[config.mk]
export PLATFORM = sky130hd
export DESIGN_NAME = alu_arbiter
export DESIGN_NICKNAME = d
export VERILOG_FILES = /design/src/rtl/alu_arbiter.sv
export SDC_FILE = /design/constraint.sdc
export NUM_CORES = 1
export LEC_CHECK = 0
export ABC_AREA = 1
export CORE_UTILIZATION = 51
export CTS_CLUSTER_SIZE = 14
export DETAILED_ROUTE_END_ITERATION = 6
export GPL_TIMING_DRIVEN = 0
export HOLD_SLACK_MARGIN = 0.05
export PLACE_DENSITY = 0.76
export SKIP_LAST_GASP = 1
export SYNTH_ARGS = -nofsm -noshare
export SYNTH_HDL_FRONTEND = slang
export SYNTH_SLANG_ARGS = --single-unit
[constraint.sdc]
create_clock -name clk -period 8.2 [get_ports clk]
set_input_delay 0.82 -clock clk [delete_from_list [all_inputs] [get_ports clk]]
set_output_delay 0.82 -clock clk [all_outputs]
set_load 0.02 [all_outputs]
[src/rtl/alu_arbiter.sv]
// Round-robin sharing of one 32-bit ALU between two valid/ready requesters.
// One registered response channel carries the result, flags and the issuing requester id.

module bit32_alu (
    input  logic [3:0]  i_op,
    input  logic [31:0] i_a,
    input  logic [31:0] i_b,
    output logic [31:0] o_r,
    output logic        o_z,
    output logic        o_v,
    output logic        o_c
);
    logic        w_sub;
    logic [31:0] w_bx;
    logic [32:0] w_sum;

    // Subtraction is a + ~b + 1, so CarryOut means "no borrow" for SUB/SUBU.
    assign w_sub = (i_op == 4'b0110) || (i_op == 4'b1110);
    assign w_bx  = i_b ^ {32{w_sub}};
    assign w_sum = {1'b0, i_a} + {1'b0, w_bx} + {32'd0, w_sub};

    always_comb begin
        o_r = '0;
        o_v = 1'b0;
        o_c = 1'b0;
        case (i_op)
            4'b0000: o_r = i_a & i_b;
            4'b0001: o_r = i_a | i_b;
            4'b0101: o_r = ~(i_a | i_b);
            4'b0010, 4'b0110: begin
                o_r = w_sum[31:0];
                o_c = w_sum[32];
                o_v = (i_a[31] == w_bx[31]) && (w_sum[31] != i_a[31]);
            end
            4'b1010, 4'b1110: begin
                o_r = w_sum[31:0];
                o_c = w_sum[32];
            end
            4'b0111: o_r = {31'd0, $signed(i_a) < $signed(i_b)};
            4'b1111: o_r = {31'd0, i_a < i_b};
            4'b1000: o_r = i_a << i_b[4:0];
            4'b1001: o_r = i_a >> i_b[4:0];
            default: o_r = '0;
        endcase
    end

    assign o_z = (o_r == 32'd0);
endmodule

module alu_arbiter #(
    parameter int CNT_W    = 16,
    parameter bit CHECK_OP = 1'b1
) (
    input  logic             clk,
    input  logic             rst,
    input  logic             req0_valid,
    output logic             req0_ready,
    input  logic [3:0]       req0_op,
    input  logic [31:0]      req0_a,
    input  logic [31:0]      req0_b,
    input  logic             req1_valid,
    output logic             req1_ready,
    input  logic [3:0]       req1_op,
    input  logic [31:0]      req1_a,
    input  logic [31:0]      req1_b,
    output logic             resp_valid,
    input  logic             resp_ready,
    output logic             resp_id,
    output logic [31:0]      resp_r,
    output logic             resp_z,
    output logic             resp_v,
    output logic             resp_c,
    output logic             resp_err,
    output logic [CNT_W-1:0] op_count
);
    typedef enum logic [1:0] {IDLE, EXEC, RESP} state_t;

    state_t      r_state, w_next;
    logic        r_last;
    logic        r_id;
    logic [3:0]  r_op;
    logic [31:0] r_a, r_b;

    logic        w_any, w_gnt, w_hs, w_illegal;
    logic [31:0] w_alu_r;
    logic        w_alu_z, w_alu_v, w_alu_c;

    // Contention goes to whoever did not win last; a lone requester always wins.
    assign w_any = req0_valid | req1_valid;
    assign w_gnt = (req0_valid & req1_valid) ? ~r_last : req1_valid;
    assign w_hs  = (r_state == IDLE) && w_any;

    always_ff @(posedge clk or posedge rst) begin
        if (rst) r_state <= IDLE;
        else     r_state <= w_next;
    end

    always_comb begin
        w_next     = r_state;
        req0_ready = 1'b0;
        req1_ready = 1'b0;
        case (r_state)
            IDLE: if (w_any) begin
                req0_ready = ~w_gnt;
                req1_ready = w_gnt;
                w_next     = EXEC;
            end
            EXEC:    w_next = RESP;
            RESP:    if (resp_ready) w_next = IDLE;
            default: w_next = IDLE;
        endcase
    end

    always_comb begin
        case (r_op)
            4'b0000, 4'b0001, 4'b0010, 4'b0110, 4'b1010, 4'b1110,
            4'b0101, 4'b0111, 4'b1111, 4'b1000, 4'b1001: w_illegal = 1'b0;
            default:                                       w_illegal = CHECK_OP;
        endcase
    end

    bit32_alu u_alu (
        .i_op (r_op),
        .i_a  (r_a),
        .i_b  (r_b),
        .o_r  (w_alu_r),
        .o_z  (w_alu_z),
        .o_v  (w_alu_v),
        .o_c  (w_alu_c)
    );

    always_ff @(posedge clk or posedge rst) begin
        if (rst) begin
            r_last     <= 1'b1;
            r_id       <= 1'b0;
            r_op       <= '0;
            r_a        <= '0;
            r_b        <= '0;
            resp_valid <= 1'b0;
            resp_id    <= 1'b0;
            resp_r     <= '0;
            resp_z     <= 1'b0;
            resp_v     <= 1'b0;
            resp_c     <= 1'b0;
            resp_err   <= 1'b0;
            op_count   <= '0;
        end else begin
            if (w_hs) begin
                r_id   <= w_gnt;
                r_last <= w_gnt;
                r_op   <= w_gnt ? req1_op : req0_op;
                r_a    <= w_gnt ? req1_a  : req0_a;
                r_b    <= w_gnt ? req1_b  : req0_b;
            end
            if (r_state == EXEC) begin
                resp_valid <= 1'b1;
                resp_id    <= r_id;
                resp_err   <= w_illegal;
                resp_r     <= w_illegal ? 32'd0 : w_alu_r;
                resp_z     <= w_illegal ? 1'b0  : w_alu_z;
                resp_v     <= w_illegal ? 1'b0  : w_alu_v;
                resp_c     <= w_illegal ? 1'b0  : w_alu_c;
            end
            if ((r_state == RESP) && resp_ready) begin
                resp_valid <= 1'b0;
                op_count   <= op_count + 1'b1;
            end
        end
    end
endmodule
======== After elaboration in Yosys (flattened, before gate mapping) ========
Memories as Yosys holds them, arrays and structs flattened.
Cells that the tools add are included.
cells by class
  $add $sub $neg .......................... 3
  magnitude comparators ................... 2
  equal/unequal tests ..................... 16
  shifts and indexed selects .............. 2
  multiplexer cells ....................... 20
  bitwise operators ....................... 8
  reductions and logical operators ........ 11
operator list
  operator                                                                number
  32-bit one-hot mux with 8 select lines                                  1
  32-bit two-way mux                                                      3
  32-bit less-than comparator                                             2
  32-bit by 32-bit adder with 33-bit output                               1
  33-bit by 1-bit adder with 33-bit output                                1
  32-bit bitwise AND                                                      1
  32-bit zero test                                                        1
  32-bit NOT                                                              1
  32-bit OR                                                               1
  32-bit by 5-bit << shifter with 32-bit output                           1
  32-bit by 5-bit right shift with 32-bit output                          1
  32-bit XOR                                                              1
  4-bit equality test (second input constant)                             5
  16-bit by 1-bit adder with 16-bit output (second input constant)        1
  4-bit by 3-bit equality test with 1-bit output (second input constant)  3
  1-bit two-way mux                                                       12
  2-bit one-hot mux with 3 select lines                                   1
  4-bit by 1-bit equality test with 1-bit output (second input constant)  1
  4-bit by 2-bit equality test with 1-bit output (second input constant)  1
  4-bit zero test                                                         1
  2-bit two-way mux                                                       2
  4-bit two-way mux                                                       1
  2-bit != test (second input constant)                                   2
  4-bit OR reduction                                                      1
  other kinds (13)                                                        16
storage, ports and cells
  bits in registers ....................... 126
  memory bits (read-only) ................. 16
  input port bits ......................... 141
  output and inout bits ................... 56
  logic and storage cells ................. 77
  memories kept ........................... 1
memory list
  memory            depth  bits a word  read ports  clocked after memory_dff  write ports  RTL line  source
  (name not given)  16     1            1           0                         0            115       case (r_op)

======== Logic depth before layout (Yosys ltp) ========
Gate-level depths: netlist (run 1).
  word-level depth ........................ 9
  gate-level depth with buffers ........... 24
  depth with buffers taken out ............ 23

======== By module ========
A second synthesis (run 1) with hierarchy kept.
unflattened totals
  cell total of the unflattened synthesis .. 2305
  area total of the unflattened synthesis .. 14134.8 sq um
modules (own cells, without submodules)
  module       times used  cells an instance  area each (sq um)  seq. area each (sq um)
  bit32_alu    1           1670               8718.4             0.0
  alu_arbiter  1           635                5416.4             3154.3

======== Worst setup path after synthesis (run 1) ========
Ideal clock, no wire load.
  path kind ............................... register to register
  start point ............................. register r_op[2]
  end point ............................... register resp_z
  library setup time ...................... 0.117 ns
  data arrival time ....................... 2.873 ns
  required time ........................... 8.083 ns
  setup slack ............................. 5.210 ns
  cell stages (with the launch flop) ...... 20
  buffers on the path ..................... 2
  period minus slack after synthesis ...... 2.990 ns
  cells stage by stage .................... dfrtp_1 buf_2 nand3_2 buf_1 xor2_1 ha_1 nand2_1 inv_1 a21oi_1 inv_1 a21oi_1 nand2_1 nand2_1 nand2_2 xor2_2 or2_1 nand3_1 nor2_1 nand3_1 nand2_1
between the ends
  word-level cells in the longest chain between the ends .. 8
ends and longest elaborated chain
  what                                                                                   RTL line  source
  start: declaration                                                                     81        logic [3:0] r_op;
  start signal: assignment                                                               151       r_op <= w_gnt ? req1_op : req0_op;
  4-bit by 3-bit equality test with 1-bit output or 4-bit equality test (tied branches)  18, 26
  1-bit logical OR                                                                       18        assign w_sub = (i_op == 4'b0110) || (i_op == 4'b1110);
  32-bit XOR                                                                             19        assign w_bx = i_b ^ {32{w_sub}};
  32-bit by 32-bit adder with 33-bit output                                              20        assign w_sum = {1'b0, i_a} + {1'b0, w_bx} + {32'd0, w_sub};
  33-bit by 1-bit adder with 33-bit output                                               20
  32-bit one-hot mux with 8 select lines                                                 26        case (i_op)
  32-bit zero test                                                                       47        assign o_z = (o_r == 32'd0);
  1-bit two-way mux *                                                                    160       resp_z <= w_illegal ? 1'b0 : w_alu_z;
  end signal: assignment                                                                 160
  end: declaration                                                                       70        output logic resp_z,
Every way passes the cells marked *; elsewhere a longest branch is shown, timed or not.
A chain may end at the register's enable or synchronous reset.

======== Worst setup path in the final report (run 1) ========
  start point ............................. register r_b[2]
  end point ............................... register resp_z
between the ends
  word-level cells in the longest chain between the ends .. 6
ends and longest elaborated chain
  what                                       RTL line  source
  start: declaration                         82        logic [31:0] r_a, r_b;
  start signal: assignment                   153       r_b <= w_gnt ? req1_b : req0_b;
  32-bit XOR                                 19
  32-bit by 32-bit adder with 33-bit output  20
  33-bit by 1-bit adder with 33-bit output   20
  32-bit one-hot mux with 8 select lines *   26
  32-bit zero test *                         47
  1-bit two-way mux *                        160
Marked as above.

==> results.cfg, run 1 <==
[die]
initial_standard_cell_utilization_of_the_core_pct = 52.2
dieHeight_um = 166
floorplan.io_pins = 197
die_x_um = 166
core.rowCount = 59
core_area_um2 = 26100
die-area_um2 = 27400

[detailed_routing]
routed-via-count = 16800
viasPerCell = 6.25
first_pass_iters = 7
drc_violations_left = 51
drt_wl_total_um = 64800
initialDrtViolationCount = 2325
detail-route-antenna-nets = 0
route.detailed.wl_per_inst_um = 24.1

[power]
total_leakage_power_nw = 7.98
max-vdd-ir-drop_v = 0.000300
power-per-cell-area_nw_per_um2 = 525
finalPower_w = 0.00876

[grt]
total_routing_usage_reported_by_global_routing_pct = 46.7
grt_pass1_vias = 16200
grt_antenna_before_repair = 5
maximum_number_of_pins_on_one_net_before_global_route_repair = 85
globalRouteOverflowTotal = 0
wire_length_of_the_first_global_routing_pass_um = 96000

[sta]
min_period_ns = 4.53
timing.max_slew.rel_slack_pct = 23.3
timing.setup.tns_ns = 0
number_of_hold_violations_in_the_final_report = 0
worst_slew_pin_slew_ns = 1.15
fmaxAchievable_mhz = 221
final.setup_skew_ns = 0.0160
finalSetupViolCount = 0
rsz0062_at_grt = false
final_min_period_over_clock_period_pct = 55.2
final_max_slew_viol_count = 0

[critical_path]
timing.critical_path.cells = inv_2, buf_2, buf_1, xor2_1, ha_1, nand2_1, nor2_1, nor2_1, inv_1, or2_2, a21oi_1, nand3_1, nor2_1, nand2_1, nor2_1, nand2_1, nor2_1, nand3_1, nor2_1, nand3_1, nand2_1
timing.critical_path.mode_cell = nor2_1
crit_slowest_cell = buf_1
worst-path-max-fanout = 11
path_class = flop to flop
crit_path_start_kind = flop
cp_data_arrival_time_ns = 4.91
peak_per_stage_delay_on_the_critical_path_ns = 0.68
cp.required_ns = 8.58
critPathCaptureType = flop

[finish]
postLayoutCoreUtil_pct = 63.8
synthToLayoutAreaGrowth_pct = 22.1
layout_commonest_cell = nand2_1
nets = 2621
most_used_cells_in_the_layout_excluding_fill_and_tap_cells = nand2_1 (625), nand3_1 (338), clkdlybuf4s50_1 (196), inv_1 (189), nor2_1 (164)
fraction_of_final_layout_cells_sized_beyond_drive_strength_1_pct = 4.97

[clocking]
post_cts_resized = 0
hold_buffers = 0
clk_path_buf_depth = 2
cts_root_buffer = clkbuf_16
cts_made_buffers = 17
clk_pin_slew_worst_paths_ns = 0.08
cts-htree-levels = 4
cts_post_setup_buffers_inserted = 0
tritoncts_clock_tree = done
clock-sinks = 126
clkLatencyLatePin_ns = 0.45

[logic_synthesis]
synth_sequential_area_ratio_pct = 23.1
syn-instance-count = 2126
synth_area_per_cell_um2 = 6.42
syn_nets = 2405
ys_async_sr_fraction_pct = 100
syn_area_um2 = 13700
yosys_warnings = 0
synth_edf_count = 0
yosys.cell_types.count = 53
postSynth.topFlopCell = dfrtp_1
synth_seq_cells = 126

[placed_design]
place_congestion = 1.18
place_hpwl_um = 51000
port_buffers = 196

[job]
max_cap_viol_count = 0

[outcome]
violations = DRC
outcome = finished, violations left

[min_path]
hold_class = flop to flop
## logic make-up after synthesis
family                     count (synthesis)  synth area share, %
and+or+nand+nor                         1235                 39.2
xor gates and xnor gates                  48                 3.13
AOI/OAI and AO/OA                        281                 12.9
buffers and inverters                    298                 8.99
DFF                                      126                 23.1
adders and majority gates                138                 12.7
## layer usage
metal	GRT usage (%)	share of wire, %	wire length [um]	vias up
met3	13.8	13	8210	360
met2	72.5	42	27400	1255
met5	0	0.014	9	-
met4	32.9	8.5	5470	2
li1	-	-	-	7486
met1	55.5	37	23700	7735
## layout make-up
class	instances	area, um^2
Tap cell	335	419
Clock inverter	15	170
Fill cell	2312	9470
Inverter	204	771
Timing Repair Buffer	197	1990
Buffer	94	462
Antenna cell	2	5.00
Multi-Input combinational cell	1702	9270
Clock buffer	17	425
Sequential cell	126	3150
## power breakdown
group	total [W]	switching (W)	internal, W
clock network	0.000814	0.000402	0.000411
registers	0.00134	0.000456	0.000880
logic	0.00661	0.00457	0.00204
## final timing paths
| path | from | end | slack (ns) | cells after the start |
|---|---|---|---|---|
| hold / removal | resp_valid | resp_valid | 0.47 | 2 |
| min in group asynchronous | rst | op_count[14] | 0.78 | 2 |
| setup reg to reg | r_b[2] | resp_z | 3.67 | 21 |
| max in group asynchronous | rst | r_a[11] | 6.62 | 3 |
| setup / recovery | r_b[2] | resp_z | 3.67 | 21 |
| hold reg to reg | resp_valid | resp_valid | 0.47 | 2 |
## state kept, by name (all words and copies together) (netlist names)
register and cells:
r_a 32, r_b 32, resp_r 32, op_count 16
r_op 4, r_state 2, r_id 1, r_last 1
resp_c 1, resp_err 1, resp_id 1, resp_v 1
resp_valid 1, resp_z 1
## worst max-delay path: cells and delay by family (launching register included)
family | cells | cell delay (ns)
buf+inv | 4 | 1.41
compound gates | 1 | 0.24
flops | 1 | 0.47
xor+xnor | 1 | 0.15
fa+ha+maj | 1 | 0.39
simple gates | 14 | 1.78
## metrics by stage
stage / setup slack, ns / cell area (um^2) / hold WS, ns / std cells
2_1_floorplan: 4.03 / 13700 / 0.448 / 2126
3_3_place_gp: 2.30 / 16000 / 0.459 / 2657
3_5_place_dp: 3.92 / 16100 / 0.463 / 2658
4_1_cts: 3.89 / 16700 / 0.477 / 2690
5_1_grt: 3.51 / 16700 / 0.487 / 2690
6_report: 3.67 / 16700 / 0.474 / 2692
## synth_stat cells (2+ instances only)
library cell | n | area share (%)
xnor2_1 | 8 | 0.51
o221ai_1 | 2 | 0.13
nand2_2 | 11 | 0.50
a22oi_1 | 2 | 0.11
o2111ai_1 | 2 | 0.13
inv_1 | 190 | 5.2
or2_0 | 5 | 0.23
a21oi_1 | 70 | 2.6
and2_1 | 20 | 0.92
inv_2 | 10 | 0.28
buf_1 | 15 | 0.41
nor4_1 | 3 | 0.14
a21boi_0 | 2 | 0.11
a31oi_1 | 7 | 0.32
nor3_1 | 10 | 0.37
nand3b_1 | 13 | 0.71
buf_6 | 7 | 0.58
o21bai_1 | 6 | 0.33
o21ai_0 | 59 | 2.2
nand2_1 | 625 | 17
buf_2 | 27 | 0.99
nor2_2 | 5 | 0.23
or2_2 | 9 | 0.41
nand3_1 | 338 | 12
ha_1 | 137 | 13
nand4_1 | 26 | 1.2
clkbuf_1 | 39 | 1.1
o21a_1 | 3 | 0.16
a221oi_2 | 2 | 0.22
a221oi_1 | 3 | 0.19
a22o_1 | 3 | 0.19
o211ai_1 | 86 | 4.7
buf_4 | 6 | 0.33
dfrtp_1 | 125 | 23
nor2_1 | 164 | 4.5
o211a_1 | 3 | 0.22
o22ai_1 | 3 | 0.14
a21o_1 | 5 | 0.28
o21ai_1 | 20 | 0.73
xor2_1 | 39 | 2.5
clkinv_1 | 4 | 0.11
No activity file was read; power rests on OpenSTA's default activity.
==> run 2: changes to the inputs <==
- clock period: 8.2 -> 4.4 ns (I/O delays scaled with it)
==> run 2 against run 1 <==
The run still ends with DRC left. Clock power up 87%. First-iteration DRC count down 0.52%. Cell area about the same. Hold slack worse by 0.078 ns. Cell count down 0.11%. Critical endpoint unchanged. Largest cell class unchanged.
==> results.cfg, run 2 (synthesized netlist as in run 1, its figures left out) <==
[outcome]
outcome = finished, violations left
violations = DRC

[die]
core.rowCount = 59
core_area_um2 = 26100
dieHeight_um = 166
initial_standard_cell_utilization_of_the_core_pct = 52.2
die_x_um = 166
floorplan.io_pins = 197
die-area_um2 = 27400

[power]
power.switching_fraction_pct = 61.8
pwr-share-seq_pct = 15.3
switching_component_of_the_power_w = 0.0101
power.share.clock_pct = 9.3
cell_internal_pwr_w = 0.00621
power-per-cell-area_nw_per_um2 = 976
max-vdd-ir-drop_v = 0.000568
total_leakage_power_nw = 7.98
power.share.combinational_pct = 75.4

[finish]
final-seq-area_um2 = 3150
final_cells = 2689
fillCellCount = 2310
most_used_cells_in_the_layout_excluding_fill_and_tap_cells = nand2_1 (625), nand3_1 (338), clkdlybuf4s50_1 (196), inv_1 (189), nor2_1 (164)
fraction_of_final_layout_cells_sized_beyond_drive_strength_1_pct = 5.06
insertedDiodeCount = 0
synthToLayoutAreaGrowth_pct = 22.0
multi_input_gate_area_in_the_final_layout_um2 = 9270
nets = 2620
biggestRegsByFlops = r_a x32, r_b x32, resp_r x32
layout_commonest_cell = nand2_1

[clocking]
clkLatencyLatePin_ns = 0.45
cts-htree-levels = 4
clk_pin_slew_worst_paths_ns = 0.08
tritoncts_clock_tree = done
hold_buffers = 0
clk_path_buf_depth = 2
cts_made_buffers = 17
cts_root_buffer = clkbuf_16
clock-sinks = 126

[critical_path]
timing.rr.end = resp_z
cp_num_buf_inv = 5
critical_path.reg2reg.startpoint = r_b[3]
path_class = flop to flop
cp.required_ns = 4.78
r2r.worst_path.cells = 22
cp_data_arrival_time_ns = 4.59
crit_slowest_cell = dfrtp_1
timing.critical_path.max_delay_family = simple AND/OR/NAND/NOR gates
critPathCaptureType = flop
regToRegSetupSlack_ns = 0.19
timing.critical_path.cells = buf_2, inv_1, buf_2, buf_2, xor2_1, ha_1, nand2_1, nand2_1, nor2_1, inv_1, or2_2, a21oi_1, nand3_1, nor2_1, nand2_1, nor2_1, nand2_1, nor2_1, nand3_1, nor2_1, nand3_1, nand2_1
crit_path_start_kind = flop
timing.critical_path.from = r_b[3]
worst-path-max-fanout = 11
peak_per_stage_delay_on_the_critical_path_ns = 0.40

[sta]
finalHoldWorstSlack_ns = 0.396
number_of_hold_violations_in_the_final_report = 0
rsz0062_at_grt = false
final_min_period_over_clock_period_pct = 95.7
final_max_slew_viol_count = 0
worst_slew_pin_slew_ns = 1.15
fmaxAchievable_mhz = 237
timing.max_slew.rel_slack_pct = 23.1
min_period_ns = 4.21
final.setup_skew_ns = 0.0160
finalSetupViolCount = 0

[detailed_routing]
drc_violations_left = 10
initialDrtViolationCount = 2313
drt_wl_total_um = 64500
viasPerCell = 6.21
detail-route-antenna-nets = 0
route.detailed.wl_per_inst_um = 24.0
routed-via-count = 16700
first_pass_iters = 7

[placed_design]
place_hpwl_um = 51000
port_buffers = 196
place_congestion = 1.18
place_inst = 2658

[grt]
total_routing_usage_reported_by_global_routing_pct = 46.7
grt_antenna_before_repair = 5
grt_pass1_vias = 16200
wire_length_of_the_first_global_routing_pass_um = 96000
globalRouteOverflowTotal = 0
maximum_number_of_pins_on_one_net_before_global_route_repair = 85

[job]
max_cap_viol_count = 0

[min_path]
hold_class = input port to async pin
-- run 2: cell types whose count changed in the layout (fill, tap and decap cells not counted) --
cell,previous run,this run
diode_2,2,0
clkbuf_2,0,2
buf_1,15,12
-- run 2: final cells by class --
cell class	instances	area share, %
Multi-Input combinational cell	1702	55.6
Sequential cell	126	18.9
Timing Repair Buffer	197	11.9
Inverter	204	4.63
Buffer	93	2.76
Clock buffer	17	2.55
Tap cell	335	2.52
Clock inverter	15	1.02
-- run 2: per-stage QoR --
stage	instance area, um^2	util (%)	TNS [ns]	power [W]	setup WS, ns
after global placement	16000	61.3	-135.39	0.0138	-1.12
after detailed placement	16100	61.5	0	0.0140	0.117
after CTS	16700	63.8	0	0.0155	0.0930
after floorplan	13700	-	0	0.00980	0.606
final	16700	63.7	0	0.0163	0.189
after global routing	16700	63.7	0	0.0171	0.0156
-- run 2: worst max path at each step --
| stage | endpoint | slack (ns) | depth (start not counted) |
|---|---|---|---|
| after global placement | r_a[7] | -1.12 | 2 |
| after global routing | resp_z | 0.02 | 22 |
| after CTS | resp_z | 0.09 | 21 |
| after floorplan | op_count[0] | 0.61 | 1 |
| final | resp_z | 0.19 | 22 |
| after detailed placement | resp_z | 0.12 | 21 |
-- run 2: per-layer routing --
metal  routed length, um  up-vias  share of wire, %  track usage, %
met4                5400        4               8.4            32.9
met5                  18        -             0.028               0
met2               27400     1201                42            72.5
met1               23600     7678                36            55.5
met3                8190      335                13            13.8
li1                    -     7470                 -               -
-- run 2: power groups by stage --
stage | combinational [W] | clock (W) | sequential [W]
finish | 0.0123 | 0.00152 | 0.00248
global route | 0.0131 | 0.00154 | 0.00248
CTS | 0.0117 | 0.00150 | 0.00239
detailed placement | 0.0116 | 0 | 0.00241
global placement | 0.0114 | 0 | 0.00239
floorplan | 0.00756 | 0 | 0.00223
-- run 2: timing repair --
item | 4_1_cts | 5_1_grt
setup endpoints to repair | 0 | 2
resized for setup | 0 | 4
setup buffers | 0 | 0
